[src/rtl/operation_proj_bwn_incn_pkg.sv]
`default_nettype none
// ============================================================================
// Module : operation_proj_bwn_incn_pkg
// Brief  : Shared state encoding and clog2 helper for the operation blocks.
// Rev    : 1.0
// ============================================================================
package operation_proj_bwn_incn_pkg;

  typedef enum logic {
    OP_IDLE = 1'b0,
    OP_BUSY = 1'b1
  } op_state_t;

  function automatic int clog2(input int v);
    int r;
    int x;
    r = 0;
    x = v - 1;
    while (x > 0) begin
      r = r + 1;
      x = x >> 1;
    end
    return r;
  endfunction

endpackage
`default_nettype wire

[src/rtl/op_start_ctl.sv]
`default_nettype none
// ============================================================================
// Module : op_start_ctl
// Brief  : ST edge detector, IDLE/BUSY state and fixed-latency counter.
// Rev    : 1.0
// ============================================================================
module op_start_ctl
  import operation_proj_bwn_incn_pkg::*;
#(
  parameter int LAT = 2
) (
  input  logic CLK,
  input  logic RST,
  input  logic ST,
  output logic DONE_CNT,
  output logic ACCEPT,
  output logic BUSY,
  output logic RD,
  output logic OVR
);

  localparam int CW = clog2(LAT) + 1;

  op_state_t       r_state;
  op_state_t       w_state_nxt;
  logic            r_stold;
  logic [CW-1:0]   r_cnt;
  logic            w_edge;

  assign w_edge = ST & ~r_stold;
  assign BUSY   = (r_state == OP_BUSY);

  // Tracks ST even during reset so a held-high ST never looks like a new edge.
  always_ff @(posedge CLK) begin
    r_stold <= ST;
  end

  always_ff @(posedge CLK) begin
    if (RST) begin
      r_state <= OP_IDLE;
    end else begin
      r_state <= w_state_nxt;
    end
  end

  always_comb begin
    w_state_nxt = r_state;
    ACCEPT      = 1'b0;
    DONE_CNT    = 1'b0;
    case (r_state)
      OP_IDLE: begin
        if (w_edge) begin
          ACCEPT      = 1'b1;
          w_state_nxt = OP_BUSY;
        end
      end
      OP_BUSY: begin
        if (r_cnt == '0) begin
          DONE_CNT    = 1'b1;
          w_state_nxt = OP_IDLE;
        end
      end
      default: w_state_nxt = OP_IDLE;
    endcase
  end

  always_ff @(posedge CLK) begin
    if (RST) begin
      r_cnt <= '0;
      RD    <= 1'b1;
      OVR   <= 1'b0;
    end else if (ACCEPT) begin
      r_cnt <= CW'(LAT - 1);
      RD    <= 1'b0;
      OVR   <= 1'b0;
    end else if (BUSY) begin
      if (w_edge) begin
        OVR <= 1'b1;
      end
      if (DONE_CNT) begin
        RD <= 1'b1;
      end else begin
        r_cnt <= r_cnt - CW'(1);
      end
    end
  end

endmodule
`default_nettype wire

[src/rtl/operation_proj_bwn_incn.sv]
`default_nettype none
// ============================================================================
// Module : operation_proj_bwn_incn
// Brief  : Projection operation - returns operand SEL after LAT cycles.
// Rev    : 1.0
// ============================================================================
module operation_proj_bwn_incn
  import operation_proj_bwn_incn_pkg::*;
#(
  parameter int BW  = 16,
  parameter int N   = 3,
  parameter int SW  = 2,
  parameter int LAT = 2
) (
  input  logic            CLK,
  input  logic            RST,
  input  logic            ST,
  input  logic [SW-1:0]   SEL,
  input  logic [N*BW-1:0] IN,
  output logic            RD,
  output logic [BW-1:0]   RES,
  output logic            ERR,
  output logic            OVR
);

  logic          w_accept;
  logic          w_done;
  logic          w_busy;
  logic          w_sel_ok;
  logic [BW-1:0] w_opnd;
  logic [BW-1:0] r_opnd;
  logic          r_bad;

  op_start_ctl #(
    .LAT (LAT)
  ) u_ctl (
    .CLK      (CLK),
    .RST      (RST),
    .ST       (ST),
    .DONE_CNT (w_done),
    .ACCEPT   (w_accept),
    .BUSY     (w_busy),
    .RD       (RD),
    .OVR      (OVR)
  );

  // N <= 2**SW, so N always fits in SW+1 bits.
  assign w_sel_ok = ({1'b0, SEL} < (SW + 1)'(N));

  always_comb begin
    w_opnd = '0;
    for (int k = 0; k < N; k++) begin
      if (SEL == SW'(k)) begin
        w_opnd = IN[k*BW +: BW];
      end
    end
  end

  always_ff @(posedge CLK) begin
    if (RST) begin
      r_opnd <= '0;
      r_bad  <= 1'b0;
      RES    <= '0;
      ERR    <= 1'b0;
    end else if (w_accept) begin
      r_opnd <= w_sel_ok ? w_opnd : '0;
      r_bad  <= ~w_sel_ok;
      ERR    <= 1'b0;
    end else if (w_busy && w_done) begin
      RES <= r_bad ? '0 : r_opnd;
      ERR <= r_bad;
    end
  end

endmodule
`default_nettype wire
[config.mk]
export PLATFORM = sky130hd
export DESIGN_NAME = operation_proj_bwn_incn
export DESIGN_NICKNAME = d
export VERILOG_FILES = /design/src/rtl/operation_proj_bwn_incn_pkg.sv /design/src/rtl/op_start_ctl.sv /design/src/rtl/operation_proj_bwn_incn.sv
export SDC_FILE = /design/constraint.sdc
export NUM_CORES = 1
export LEC_CHECK = 0
export CAP_MARGIN = 20
export CORE_ASPECT_RATIO = 0.6
export CORE_UTILIZATION = 41
export DETAILED_ROUTE_END_ITERATION = 10
export PLACE_DENSITY = 0.79
export SETUP_SLACK_MARGIN = 0.4
export SLEW_MARGIN = 20
export SYNTH_ARGS = -nofsm -noshare
export SYNTH_HDL_FRONTEND = slang
export SYNTH_SLANG_ARGS = --single-unit
[constraint.sdc]
create_clock -name CLK -period 1.5 [get_ports CLK]
set_input_delay 0.15 -clock CLK [delete_from_list [all_inputs] [get_ports CLK]]
set_output_delay 0.15 -clock CLK [all_outputs]
set_load 0.01 [all_outputs]
==> out/metrics.cfg, run 1 <==
[status]
status = complete, no violations

[routing]
routed_via_density = 5.49
drc = 0
via_count = 1537
wl_per_cell_um = 17.1
wl_mm = 4.77
first_pass_iters = 4
drt_iter0_markers = 75
ant_nets = 0

[finish]
diodes = 0
nFillCells = 269
multi_input_area_um2 = 833
fin_nets = 286
syn2layout_area_growth_pct = 65.1
layout.area.seq_um2 = 808
drive_gt1_frac = 0.193

[global_route]
grt_pass1_vias = 1483
grt_overflow_total = 0
grt_pass1_wl_mm = 7.13
grt_max_degree = 19
antenna_found_initial = 0
gr-usage-all-layers = 0.220

[synth]
async_flop_share = 0
yosysMostFrequentCell = dfxtp_1
synth_common_cells = 40 x dfxtp_1, 31 x a22o_1, 17 x mux2i_1, 16 x o2bb2ai_1, 6 x buf_2
synthesis.instances = 145
synth_seq_cells = 40
synth_top_flop_cell = dfxtp_1
synthDistinctLibCells = 23
synth_area_leaders = dfxtp_1 49%, a22o_1 17%, mux2i_1 10%, o2bb2ai_1 8.6%, buf_2 1.8%
synth_top_area_frac = 0.490
synth_fp_nets = 199
avgSynthCellArea_um2 = 11.3
synth_top_cell_by_area = dfxtp_1
syn_area_mm2 = 0.00163
synth_edf_count = 0
yosysSeqAreaShare = 0.490
ys_warn_count = 0

[cts]
worstSkewPairLatency_ns = 0.28
cts_root_buf = clkbuf_8
htree_levels = 2
cts-buffers-inserted = 5
cts_hold_buf = 0
cts.sinks = 40
path_clk_slew_ns = 0.07
cts_tree = done
clockBufferDepth = 2

[placement]
place_hpwl_mm = 3.14
post-place-ws_ns = -0.458
io_buffers = 71
globalplace.congestion = 0.836

[sta]
slew_headroom = 0.533
worst_slew_pin_slew_ns = 0.699
final.setup.worst_slack_ns = 0.149
grt_setup_unrepaired = yes
setup_viol = 0
min_period_ns = 1.35
finalHoldViolations = 0
finalCritPeriodShare = 0.901
drv_slew = 0
clock.fmax_mhz = 740
skew_ns = 0.00243

[critical_path]
critPathLaunch = u_ctl.r_stold
required_ns = 1.72
end_kind = flip-flop
critPathMaxFanout = 7
critPathArrivalTime_ns = 1.57
start_kind = flip-flop
criticalPathCategory = flip-flop to flip-flop
r2r_start = u_ctl.r_stold

[worst_hold_path]
worstHoldStart = ST
hp-class = input pin to flip-flop

[power_and_ir_drop]
worst_ir_drop_vdd_uv = 602
p_leak_uw = 0.00114
finalPower_uw = 2230
powerDensity_mw_per_mm2 = 829

[die]
die_area_mm2 = 0.00425
std_cell_rows = 17
die_y_um = 50.9
core-area_mm2 = 0.00374
dieWidth_um = 83.5
start_util = 0.436
io_pins = 72

[flow_run]
cap_violations = 0

[per-stage QoR]
stage          cell area (µm²)  setup TNS, ns  hold slack [ns]  instances   util
3_5_place_dp              2430          -8.25            0.446        262  0.650
6_report                  2700              0            0.154        280  0.720
5_1_grt                   2700              0            0.168        280  0.720
3_3_place_gp              2430          -8.22            0.437        262  0.650
4_1_cts                   2630              0            0.149        277  0.703
2_1_floorplan             1660              0            0.178        145      -
[path summary, 6_finish.rpt]
check | end | cells past startpoint | slack (ns)
worst min-delay path | u_ctl.r_stold | 1 | 0.15
worst max-delay path | r_opnd[1] | 4 | 0.15
worst min register to register | RES[15] | 2 | 0.47
worst max register to register | r_opnd[1] | 4 | 0.15
[cells by family after synthesis]
logic type | after synthesis | synth area share
buffers and inverters | 14 | 0.0437
xor gates and xnor gates | 1 | 0.00536
muxes | 17 | 0.104
DFF | 40 | 0.490
and+or+nand+nor | 18 | 0.0636
adders and majority gates | 1 | 0.00766
AOI/OAI and AO/OA | 54 | 0.285
[report_power, final]
group,leakage (µW),switching (µW),total (µW),internal [µW]
Sequential,0.000326,20.1,1110,1090
Clock,0.0000455,333,708,375
Combinational,0.000766,164,414,250
[area by class of cell]
| cell class | count | share of cell area |
|---|---|---|
| inverter | 3 | 0.00418 |
| sequential | 40 | 0.300 |
| multi-input combinational | 91 | 0.309 |
| timing repair buffer | 91 | 0.331 |
| tap | 47 | 0.0218 |
| clock buffer | 8 | 0.0334 |
[critical path: stages, from the launching register on]
cell,delay (ns)
dfxtp_2,0.34
or3b_4,0.42
a211oi_4,0.22
buf_6,0.17
a22o_1,0.15
[metal layers]
layer  track usage  wire (µm)
met2         0.380       2290
met4        0.0678         58
met5             0          0
met3        0.0582        375
met1         0.274       2050
[sequential cells by signal, indices dropped and copies added, names as in the netlist]
signal / count
u_ctl.BUSY: 1
r_opnd: 16
u_ctl.r_cnt: 2
u_ctl.RD: 1
u_ctl.r_stold: 1
u_ctl.OVR: 1
RES: 16
ERR: 1
r_bad: 1
[cells in the final DEF, fill, tap and decap left out, types with 2 or more instances in the layout]
cell | synthesis | final
clkbuf_1 | 3 | 2
clkdlybuf4s50_1 | 0 | 51
a22o_1 | 31 | 31
dfxtp_1 | 40 | 36
o2bb2ai_1 | 16 | 16
clkbuf_8 | 0 | 6
dlygate4sd2_1 | 0 | 17
buf_4 | 1 | 8
nor2b_4 | 0 | 2
nor3_1 | 2 | 2
nand2_1 | 5 | 4
nor2_1 | 4 | 3
dfxtp_2 | 0 | 3
clkdlybuf4s15_1 | 0 | 3
mux2i_1 | 17 | 17
inv_2 | 0 | 2
a21oi_1 | 5 | 3
buf_6 | 1 | 11
[what timing repair did]
item                       CTS  global route
gates resized for setup     43            13
setup buffers                7             1
pin swaps                   12             5
gates cloned                 0             2
hold endpoints to repair     0             0
setup endpoints to repair   55            39
No activity file was read; power rests on OpenSTA's default activity.
==> run 2, diff against run 1 <==
- HOLD_SLACK_MARGIN: unset -> 0.03
==> results of run 2 <==
Final layout, timing and power as in run 1 (identical DEF).
==> run 3, diff against run 2 <==
- CELL_PAD_IN_SITES_DETAIL_PLACEMENT: unset -> 1
- CELL_PAD_IN_SITES_GLOBAL_PLACEMENT: unset -> 1
- CORE_UTILIZATION: 41 -> 31
- PLACE_DENSITY: 0.79 -> unset
- PLACE_DENSITY_LB_ADDON: unset -> 0.1
- clock period: 1.5 -> 1.4 ns (I/O delays scaled with it)
==> out/metrics.cfg, run 3 (synthesis gave the netlist of run 1 again) <==
[cts]
cts.sinks = 40
cts_root_buf = clkbuf_8
clockBufferDepth = 2
htree_levels = 2
cts_tree = done
cts-buffers-inserted = 5
worstSkewPairLatency_ns = 0.29
path_clk_slew_ns = 0.08

[finish]
layout.cells.non_filler = 309
layout_commonest_cell = clkdlybuf4s50_1
reg_top3 = RES x16, r_opnd x16, u_ctl.r_cnt x2
syn2layout_area_growth_pct = 74.6
nFillCells = 544
final_cell_mix = 51 x clkdlybuf4s50_1, 31 x a22o_1, 20 x dfxtp_1
diodes = 0
fin_nets = 297
drive_gt1_frac = 0.383

[power_and_ir_drop]
p_switching_uw = 608
worst_ir_drop_vdd_uv = 362
powerDensity_mw_per_mm2 = 848
internal_power_uw = 1810
p_leak_uw = 0.00117
p_clk_frac = 0.298
switching_share = 0.251
p_seq_frac = 0.493
p_comb_frac = 0.209

[critical_path]
path_cells = or3b_4 > a211oi_4 > buf_6 > a22o_1
critPathMaxFanout = 5
required_ns = 1.63
criticalPathCategory = flip-flop to flip-flop
r2r_end = r_opnd[8]
cp_slowest_cell = or3b_4
rr_worst_depth = 4
end_kind = flip-flop
reg2reg_slack_ns = 0.03
critPathArrivalTime_ns = 1.60
start_kind = flip-flop
critPathTopFamily = simple AND/OR/NAND/NOR gates
critPathBufInv = 1
r2r_start = u_ctl.r_stold
slowest_delay_ns = 0.41

[die]
io_pins = 72
start_util = 0.323
die_y_um = 58.2
std_cell_rows = 20
dieWidth_um = 95.7
core-area_mm2 = 0.00505
die_area_mm2 = 0.00557

[placement]
place_hpwl_mm = 3.82
dp_cells = 288
globalplace.congestion = 0.721
io_buffers = 71

[sta]
worst_slew_pin_slew_ns = 0.283
fin_setup_tns_ns = 0
clock.fmax_mhz = 729
drv_slew = 0
min_period_ns = 1.37
grt_setup_unrepaired = yes
skew_ns = 0.00815
slew_headroom = 0.811
setup_viol = 0
finalCritPeriodShare = 0.980
finalHoldViolations = 0

[routing]
drc = 0
via_count = 1615
wl_per_cell_um = 19.1
wl_mm = 5.90
ant_nets = 0
first_pass_iters = 4
routed_via_density = 5.23
drt_iter0_markers = 23

[worst_hold_path]
hp-class = input pin to flip-flop
hold_path_end = u_ctl.r_stold
min_path_cells = 1
worstHoldStart = ST

[global_route]
grt_max_degree = 19
grt_overflow_total = 0
grt_pass1_wl_mm = 8.50
gr-usage-all-layers = 0.206
grt_pass1_vias = 1718
antenna_found_initial = 0

[flow_run]
cap_violations = 0

[status]
status = complete, no violations

==> run 3: cell types whose count changed in the layout (fill, tap and decap cells not counted), moves of 3 or more <==
cell and change:
dfxtp_1 -16, dfxtp_2 +16, buf_2 +13, clkdlybuf4s15_2 +5
clkdlybuf4s15_1 -3, dlygate4sd2_1 -16, buf_4 +7
==> run 3: final cells by class <==
class,instances,area [µm²],share of cell area
multi-input cells,91,870,0.305
clock buffers,6,72.6,0.0255
well taps,66,82.6,0.0290
repair buffers,102,981,0.344
inverters,3,11.3,0.00395
flip-flops and latches,40,828,0.291
clock inverters,1,5.00,0.00176
==> run 3: worst max path at each step <==
stage,start,endpoint,slack (ns),cells past startpoint
detailed placement,ST,r_opnd[13],-0.28,5
global route,u_ctl.r_stold,r_opnd[14],-0.04,4
CTS,u_ctl.r_stold,r_opnd[11],0.05,4
floorplan,u_ctl.BUSY,r_opnd[15],0.06,4
global placement,ST,r_opnd[9],-0.23,5
finish,u_ctl.r_stold,r_opnd[8],0.03,4
==> run 3: worst register-to-register path, cell delays in order (launching register included) <==
cell	delay (ns)
dfxtp_2	0.33
or3b_4	0.41
a211oi_4	0.26
buf_6	0.18
a22o_1	0.14
==> run 3: per-stage QoR <==
step	utilization	setup slack (ns)	hold slack, ns	power [µW]	area [µm²]
after global placement	0.504	-0.231	0.432	1610	2550
final	0.564	0.0284	0.211	2420	2850
after detailed placement	0.504	-0.276	0.450	1630	2550
after global routing	0.564	-0.0355	0.191	2540	2850
after CTS	0.554	0.0520	0.177	2380	2800
after floorplan	-	0.0641	0.168	1380	1660
==> run 3: what timing repair did <==
action | in CTS | in global routing
pin swaps | 13 | 9
buffers inserted | 7 | 5
resized for setup | 87 | 36
gates cloned | 2 | 0
setup endpoints to repair | 57 | 55
hold buffers | 0 | 0
==> run 3: routing by layer <==
metal  part of all wire  wire length (µm)  vias up  GRT usage
li1                   -                 -      750          -
met1               0.45              2670      800      0.265
met2               0.48              2820       55      0.341
met3              0.051               298       10     0.0486
met4              0.019               110        0     0.0725
met5                  0                 0        -          0
==> run 3: power by group through the flow <==
stage	logic, µW	registers (µW)	clock network (µW)
5_1_grt	535	1190	807
3_3_place_gp	398	1220	0
3_5_place_dp	412	1220	0
4_1_cts	468	1190	724
2_1_floorplan	167	1210	0
6_report	505	1190	721
==> variant (config.mk and constraints of run 3) <==
Add an input register stage for `IN`, without a reset; this delays it by one clock. The other inputs are not delayed to match.
--- a/src/rtl/operation_proj_bwn_incn.sv
+++ b/src/rtl/operation_proj_bwn_incn.sv
@@ -24,2 +24,8 @@
 );
+
+  logic [N*BW-1:0] IN_q;
+
+  always_ff @(posedge CLK) begin
+    IN_q <= IN;
+  end
 
@@ -53,3 +59,3 @@
       if (SEL == SW'(k)) begin
-        w_opnd = IN[k*BW +: BW];
+        w_opnd = IN_q[k*BW +: BW];
       end
Function: changed (Yosys sat finds a counterexample within 4 cycles, from zero or initial values and one cycle with RST high).
==> variant against run 3 <==
Sequential share of layout area rose by 15 points. Sequential cell count rose by 48. Synthesized area rose by 59%. Power rose by 150%. Setup slack improved by 29 ps. Wire length rose by 5.3%. Design area rose by 42%. Largest cell class is now sequential cells.
==> variant: results (changes against run 3) <==
* Run status: complete, no violations (unchanged)
* GRT Overall Usage at 15.1% (was 20.6%)
* Fin nets at 345 (was 297)
* Worst setup path startpoint: u_ctl.BUSY (was u_ctl.r_stold)
* Max H-tree Level at 3 (was 2)
* Dpl cells at 380 (was 288)
* Reg2reg setup slack at 60 ps (was 30 ps)
* Post-place setup slack at -578 ps (was -276 ps)
* M1 GR Usage at 19.7% (was 26.5%)
* Share of layout cells above drive strength 1 at 30.7% (was 38.3%)
* Mux contribution to synthesized area at 6.57% (was 10.4%)
* Worst VDD drop at 0.000621 V (was 0.000362 V)
* Cell variety after synth at 22 (was 23)
* Met2 Use GR at 21.8% (was 34.1%)
* Register area share after synthesis at 68.0% (was 49.0%)
* Pleak at 1.68 nW (was 1.17 nW)
* Critical path data arrival time at 1620 ps (was 1600 ps)
* Post-synth top cells: 88 x dfxtp_1, 31 x a22o_1, 17 x mux2i_1 (was 40 x dfxtp_1, 31 x a22o_1, 17 x mux2i_1)
* Final Worst Setup Slack at 57.1 ps (was 28.4 ps)
* Worst Hold Slack at 201 ps (was 211 ps)
* Clock transition at path regs at 60 ps (was 80 ps)
* Met3 Use GR at 7.58% (was 4.86%)
* Fill count at 830 (was 544)
* WHS Path Cells at 3 (was 1)
* Xor/xnor cell area share of the yosys netlist at 0.338% (was 0.536%)
* Root Driver: clkbuf_16 (was clkbuf_8)
-- variant: layout make-up --
type	instances	share of cell area, %
flip-flops and latches	88	44.1
well taps	108	3.35
inverters	3	0.279
clock buffers	12	6.61
clock inverters	4	2.45
multi-input cells	91	21.1
repair buffers	98	22.1
-- variant: power by group --
group          internal [mW]  switching (mW)  total (mW)
combinational          0.285           0.186       0.471
clock                   1.89           0.935        2.83
sequential              2.61          0.0381        2.65
-- variant: what timing repair did --
| item | 4_1_cts | 5_1_grt |
|---|---|---|
| hold endpoints to repair | 0 | 1 |
| endpoints found under the setup margin | 57 | 41 |
| hold buffers | 0 | 1 |
| pin swaps | 4 | 4 |
| cloned | 1 | 0 |
| setup buffers | 3 | 3 |
| resized for setup | 106 | 12 |
-- variant: cell families (layout without fill, tap and decap cells) --
logic type	count (synthesis)	after routing
XOR/XNOR	1	1
multiplexers	17	17
adder cells (fa/ha/maj)	1	1
buffers and inverters	14	117
flip-flops	88	88
AO/OA/AOI/OAI	54	54
AND/OR/NAND/NOR	18	18
